===== config.mk =====
export PLATFORM = sky130hd
export DESIGN_NAME = mult_div_unit
export DESIGN_NICKNAME = d
export VERILOG_FILES = /design/src/rtl/mdu_pkg.sv /design/src/rtl/mdu_sign_fix.sv /design/src/rtl/mult_div_unit.sv
export SDC_FILE = /design/constraint.sdc
export NUM_CORES = 1
export LEC_CHECK = 0
export BUFFER_PORTS_ARGS = -buffer_cell sky130_fd_sc_hd__buf_2
export CORE_UTILIZATION = 54
export DETAILED_ROUTE_END_ITERATION = 8
export PLACE_DENSITY = 0.74
export SETUP_SLACK_MARGIN = 0.2
export SLEW_MARGIN = 10
export SYNTH_ARGS = -nofsm -noshare
export SYNTH_HDL_FRONTEND = slang
export SYNTH_SLANG_ARGS = --single-unit
export TNS_END_PERCENT = 50

===== constraint.sdc =====
create_clock -name clk -period 6.2 [get_ports clk]
set_input_delay 0.31 -clock clk [delete_from_list [all_inputs] [get_ports clk]]
set_output_delay 0.31 -clock clk [all_outputs]
set_load 0.02 [all_outputs]

===== src/rtl/mdu_pkg.sv =====
// Shared definitions for the iterative multiply/divide unit: op and state
// encodings plus a small op-classification helper.
package mdu_pkg;

  typedef enum logic [1:0] {
    MDU_MULT  = 2'b00,
    MDU_MULTU = 2'b01,
    MDU_DIV   = 2'b10,
    MDU_DIVU  = 2'b11
  } mdu_op_e;

  typedef enum logic [1:0] {
    MDU_IDLE = 2'b00,
    MDU_RUN  = 2'b01,
    MDU_FIX  = 2'b10
  } mdu_state_e;

  function automatic logic op_is_div(input mdu_op_e op);
    return op[1];
  endfunction

  function automatic logic op_is_signed(input mdu_op_e op);
    return ~op[0];
  endfunction

endpackage


===== src/rtl/mdu_sign_fix.sv =====
// Conditional two's-complement negate, used both to take operand magnitudes
// and to restore the sign of the finished result.
module mdu_sign_fix #(
  parameter int W = 32
) (
  input  logic         neg,
  input  logic [W-1:0] din,
  output logic [W-1:0] dout
);

  assign dout = neg ? (~din + W'(1)) : din;

endmodule


===== src/rtl/mult_div_unit.sv =====
// Iterative radix-2 MULT/MULTU/DIV/DIVU unit holding the architectural HI/LO
// registers, with busy/done handshake, MTHI/MTLO writes and flush.
module mult_div_unit
  import mdu_pkg::*;
#(
  parameter int WIDTH = 32,
  parameter int CNT_W = $clog2(WIDTH + 1)
) (
  input  logic             clk,
  input  logic             rst,
  input  logic             start,
  input  logic [1:0]       op,
  input  logic [WIDTH-1:0] src_a,
  input  logic [WIDTH-1:0] src_b,
  input  logic             hi_we,
  input  logic             lo_we,
  input  logic [WIDTH-1:0] wdata,
  input  logic             flush,
  output logic             busy,
  output logic             done,
  output logic             div_by_zero,
  output logic [WIDTH-1:0] hi,
  output logic [WIDTH-1:0] lo
);

  mdu_state_e state, state_next;
  mdu_op_e    op_q;
  mdu_op_e    op_in;

  logic [WIDTH-1:0]   divisor_or_mcand;
  logic [2*WIDTH-1:0] acc;
  logic [CNT_W-1:0]   cnt;
  logic               res_neg;
  logic               rem_neg;
  logic               dbz_q;

  logic               issue;
  logic               in_div;
  logic               a_neg;
  logic               b_neg;
  logic               in_dbz;
  logic [WIDTH-1:0]   abs_a;
  logic [WIDTH-1:0]   abs_b;

  assign op_in  = mdu_op_e'(op);
  assign issue  = (state == MDU_IDLE) && start && !flush;
  assign in_div = op_is_div(op_in);
  assign a_neg  = op_is_signed(op_in) && src_a[WIDTH-1];
  assign b_neg  = op_is_signed(op_in) && src_b[WIDTH-1];
  assign in_dbz = in_div && (src_b == '0);
  assign busy   = (state != MDU_IDLE);

  mdu_sign_fix #(.W(WIDTH)) u_abs_a (.neg(a_neg), .din(src_a), .dout(abs_a));
  mdu_sign_fix #(.W(WIDTH)) u_abs_b (.neg(b_neg), .din(src_b), .dout(abs_b));

  // One radix-2 step of each algorithm; the RUN state picks one.
  logic [WIDTH:0]     mul_sum;
  logic [2*WIDTH-1:0] mul_next;
  logic [WIDTH:0]     div_shift;
  logic [WIDTH:0]     div_diff;
  logic               div_ok;
  logic [2*WIDTH-1:0] div_next;

  assign mul_sum   = {1'b0, acc[2*WIDTH-1:WIDTH]}
                   + {1'b0, (acc[0] ? divisor_or_mcand : '0)};
  assign mul_next  = {mul_sum, acc[WIDTH-1:1]};
  assign div_shift = {acc[2*WIDTH-1:WIDTH], acc[WIDTH-1]};
  assign div_diff  = div_shift - {1'b0, divisor_or_mcand};
  assign div_ok    = ~div_diff[WIDTH];
  assign div_next  = {(div_ok ? div_diff[WIDTH-1:0] : div_shift[WIDTH-1:0]),
                      acc[WIDTH-2:0], div_ok};

  // Result correction; div-by-zero results are already final and skip it.
  logic [2*WIDTH-1:0] prod_fix;
  logic [WIDTH-1:0]   quo_fix;
  logic [WIDTH-1:0]   rem_fix;

  mdu_sign_fix #(.W(2*WIDTH)) u_fix_prod (.neg(res_neg), .din(acc), .dout(prod_fix));
  mdu_sign_fix #(.W(WIDTH)) u_fix_quo (
    .neg(res_neg && !dbz_q), .din(acc[WIDTH-1:0]), .dout(quo_fix)
  );
  mdu_sign_fix #(.W(WIDTH)) u_fix_rem (
    .neg(rem_neg && !dbz_q), .din(acc[2*WIDTH-1:WIDTH]), .dout(rem_fix)
  );

  // NOTE: state registers use non-blocking assignments so every flop samples
  // pre-edge values regardless of process evaluation order.
  always_ff @(posedge clk or posedge rst) begin
    if (rst) state <= MDU_IDLE;
    else     state <= state_next;
  end

  // NOTE: state_next gets a default before the case so no path leaves it
  // unassigned, which would otherwise infer a latch.
  always_comb begin
    state_next = state;
    unique case (state)
      MDU_IDLE: if (issue) state_next = in_dbz ? MDU_FIX : MDU_RUN;
      MDU_RUN: begin
        if (flush)            state_next = MDU_IDLE;
        else if (cnt == '0)   state_next = MDU_FIX;
      end
      MDU_FIX:  state_next = MDU_IDLE;
      default:  state_next = MDU_IDLE;
    endcase
  end

  always_ff @(posedge clk or posedge rst) begin
    if (rst) begin
      op_q             <= MDU_MULT;
      divisor_or_mcand <= '0;
      acc              <= '0;
      cnt              <= '0;
      res_neg          <= 1'b0;
      rem_neg          <= 1'b0;
      dbz_q            <= 1'b0;
      done             <= 1'b0;
      div_by_zero      <= 1'b0;
      hi               <= '0;
      lo               <= '0;
    end else begin
      done        <= 1'b0;
      div_by_zero <= 1'b0;
      unique case (state)
        MDU_IDLE: begin
          if (issue) begin
            op_q             <= op_in;
            cnt              <= CNT_W'(WIDTH - 1);
            res_neg          <= a_neg ^ b_neg;
            rem_neg          <= a_neg;
            dbz_q            <= in_dbz;
            divisor_or_mcand <= in_div ? abs_b : abs_a;
            if (in_dbz)      acc <= {src_a, {WIDTH{1'b1}}};
            else if (in_div) acc <= {{WIDTH{1'b0}}, abs_a};
            else             acc <= {{WIDTH{1'b0}}, abs_b};
          end else begin
            if (hi_we) hi <= wdata;
            if (lo_we) lo <= wdata;
          end
        end
        MDU_RUN: begin
          if (!flush) begin
            acc <= op_is_div(op_q) ? div_next : mul_next;
            cnt <= cnt - CNT_W'(1);
          end
        end
        MDU_FIX: begin
          if (!flush) begin
            if (op_is_div(op_q)) begin
              hi <= rem_fix;
              lo <= quo_fix;
            end else begin
              hi <= prod_fix[2*WIDTH-1:WIDTH];
              lo <= prod_fix[WIDTH-1:0];
            end
            done        <= 1'b1;
            div_by_zero <= dbz_q;
          end
        end
        default: ;
      endcase
    end
  end

endmodule

==> flow_summary.json <==
{
  "place_hpwl_mm": 43.9,
  "netlist_area_mm2": 0.0153,
  "min_path_type": "in2reg",
  "number_of_antenna_violations_at_the_first_check_in_global_routing": 3,
  "critPathLaunchType": "register",
  "port_buffers": 170,
  "syn_inst": 2013,
  "place_ws_ns": 2.19,
  "clk-insertion-delay-late_ns": 0.45,
  "setup_ws_ns": 2.09,
  "drt-initial-drc-count": 1660,
  "drt-wirelength-per-cell_um": 23.1,
  "worstPathMaxFanout": 31,
  "min_period_over_period_pct": 66.3,
  "die-width_um": 170,
  "cp.required_ns": 6.53,
  "r2r_setup_slack_ns": 2.09,
  "worst_ep_arrival_time_ns": 4.44,
  "placeableCoreArea_mm2": 0.0278,
  "maxClockFrequency_mhz": 243,
  "clock_skew_ns": 0.0200,
  "cts.repair_timing.setup_buffer_count": 0,
  "setup_violations": 0,
  "report.final.hold_viol_count": 0,
  "ys_seq_area_share_pct": 28.5,
  "setup_repair_after_global_routing_missed_its_margin": "no",
  "design.final.nets": 2283,
  "die_height_um": 170,
  "status": "completed",
  "yosys_most_used_dff": "dfrtp_1",
  "worstPathBufferInverterCount": 2,
  "ctsHtreeMaxLevel": 4,
  "relSlewSlack_pct": 25.5,
  "drc": 0,
  "period_needed_ns": 4.11,
  "post_syn_nets": 2189,
  "slew_violations": 0,
  "synth_cell_types": 79,
  "crit_type": "reg2reg",
  "area_delta_synth_final_pct": 10.6,
  "max_stage_delay_ns": 0.48,
  "yosys_register_bits": 174,
  "globalplace.congestion": 1.03,
  "synth-edff-count": 0,
  "boundaryPins": 171,
  "cpMaxStageDelayCell": "fa_1",
  "post_layout_nonfiller_instances": 2501,
  "detailed_route_wire_length_mm": 57.7,
  "drt_pre_antenna_iters": 6,
  "layout-drive-gt1-share_pct": 12.6,
  "ir_worst_vdd_mv": 0.391,
  "timing_worst_slew_pin_value_ns": 1.11,
  "clock_pin_slew_on_the_worst_setup_and_hold_paths_ns": 0.08,
  "cts-buffers-inserted": 17,
  "numClockSinks": 174,
  "hold_buffers": 1,
  "post_synth.cell_area_avg_um2": 7.58,
  "overall_power_mw": 8.34,
  "grt_start_max_net_pins": 85,
  "postRouteAntennaNets": 0,
  "area_after_detailed_placement_mm2": 0.0163,
  "clock_tree_from_tritoncts": "done",
  "dr_total_vias": 16184,
  "synth_warnings": 0,
  "crit-reg2reg-launch": "acc[0]$_DFFE_PP0P_",
  "power.density_mw_per_mm2": 494,
  "number_of_global_route_vias_before_repair": 14981,
  "post_drt_via_cell_ratio": 6.47,
  "grt_pass1_wl_mm": 86.7,
  "grt_use_total_pct": 39.9,
  "place_inst": 2465,
  "fin_worst_hold_slack_ns": 0.149,
  "p_leak_nw": 7.41,
  "finalInstanceArea_mm2": 0.0169,
  "timing.critical_path.cells": "clkinv_1 > buf_4 > nor2_1 > fa_1 > a211oi_1 > o211ai_1 > a31oi_1 > or3_1 > a21oi_1 > o31a_1 > o21a_1 > o32ai_1 > nand3_1 > o211a_1",
  "die-area_mm2": 0.0289,
  "endpoint_kind": "register",
  "cts.repair.resized": 0,
  "timing.max_cap.violations": 0,
  "crit_start": "acc[0]$_DFFE_PP0P_",
  "cts_root_buffer": "clkbuf_16",
  "hp-start": "op[0]",
  "async_flop_share_pct": 100,
  "floorplan.initialDensity_pct": 54.9,
  "grt-ovfl-total": 0,
  "final_util_pct": 60.7,
  "num_rows": 61,
  "clk_path_buf_depth": 2,
  "cp_top_family": "compound AO/OA/AOI/OAI gates",
  "setup_total_negative_slack_ns": 0
}
## Yosys cell counts (24+ instances only)
library cell / instances / share of area (%)
nand2_1: 263 / 6.5
mux2i_1: 41 / 2.7
nand3_1: 46 / 1.5
ha_1: 70 / 5.7
a21oi_1: 200 / 6.6
nor2_1: 241 / 5.9
dfrtp_1: 174 / 29
xor2_1: 72 / 4.1
xnor2_1: 99 / 5.7
o21ai_0: 173 / 5.7
clkbuf_1: 92 / 2.3
inv_1: 60 / 1.5
a21o_1: 27 / 1.3
nor3_1: 39 / 1.3
o31ai_1: 39 / 1.9
a31oi_1: 24 / 0.98
## report_power, final
part	internal (mW)	switching [mW]	total [mW]
logic	1.92	3.17	5.10
registers	1.50	0.666	2.17
clock network	0.545	0.533	1.08
total	3.97	4.37	8.34
## registers in the layout (all words and copies together) (netlist names), 2 cells and up
register and flops:
state 2, cnt 6, lo 32, acc 64, divisor_or_mcand 32, hi 32
## worst paths after layout
check	end	cells after the start
min reg2reg	hi[13]$_DFFE_PP0P_	2
min	res_neg$_DFFE_PP0P_	2
max in group asynchronous	op_q[1]$_DFFE_PP0P_	4
max reg2reg	acc[61]$_DFFE_PP0P_	14
min in group asynchronous	hi[26]$_DFFE_PP0P_	3
max	acc[61]$_DFFE_PP0P_	14
## area by class of cell
class | count | area [µm²]
fillers | 2675 | 10900
inverters | 62 | 238
multi-input cells | 1659 | 10200
clock inverters | 12 | 121
flip-flops and latches | 174 | 4360
diodes | 3 | 7.51
clock buffers | 20 | 447
well taps | 378 | 473
repair buffers | 193 | 1030
## worst reg2reg max path, delay by kind of cell, from the launching register on
kind	cells	cell delay, ns
AOI/OAI and AO/OA	8	2.01
adders and majority gates	1	0.48
buffers and inverters	2	0.52
DFF	1	0.45
and+or+nand+nor	3	0.56
## routing by layer
metal | track usage, % | vias to the layer above | routed length [µm]
met3 | 6.72 | 219 | 5520
met1 | 49.2 | 7643 | 22000
met2 | 63.4 | 928 | 25800
met4 | 28.6 | 0 | 4310
li1 | - | 7394 | -
met5 | 0 | - | 0
## cell families (layout without fill, tap and decap cells)
kind of cell,after synthesis,after routing,share of synthesized area (%)
muxes,50,50,3.35
xor gates and xnor gates,171,171,9.82
AOI/OAI and AO/OA,630,630,25.5
DFF,174,174,28.5
adders and majority gates,72,72,6.00
buffers and inverters,180,287,4.85
and+or+nand+nor,736,736,21.9
other,0,3,0
## cell usage in the layout (no fill, tap or decap), types with 39 or more instances in the layout
cell type	n
ha_1	70
nor3_1	39
o21ai_0	173
xor2_1	71
dfrtp_1	173
buf_2	170
nand2_1	261
a21oi_1	200
mux2i_1	41
o31ai_1	39
xnor2_1	98
inv_1	59
nand3_1	46
nor2_1	239
Note: power is estimated with default switching activity, not from simulation.
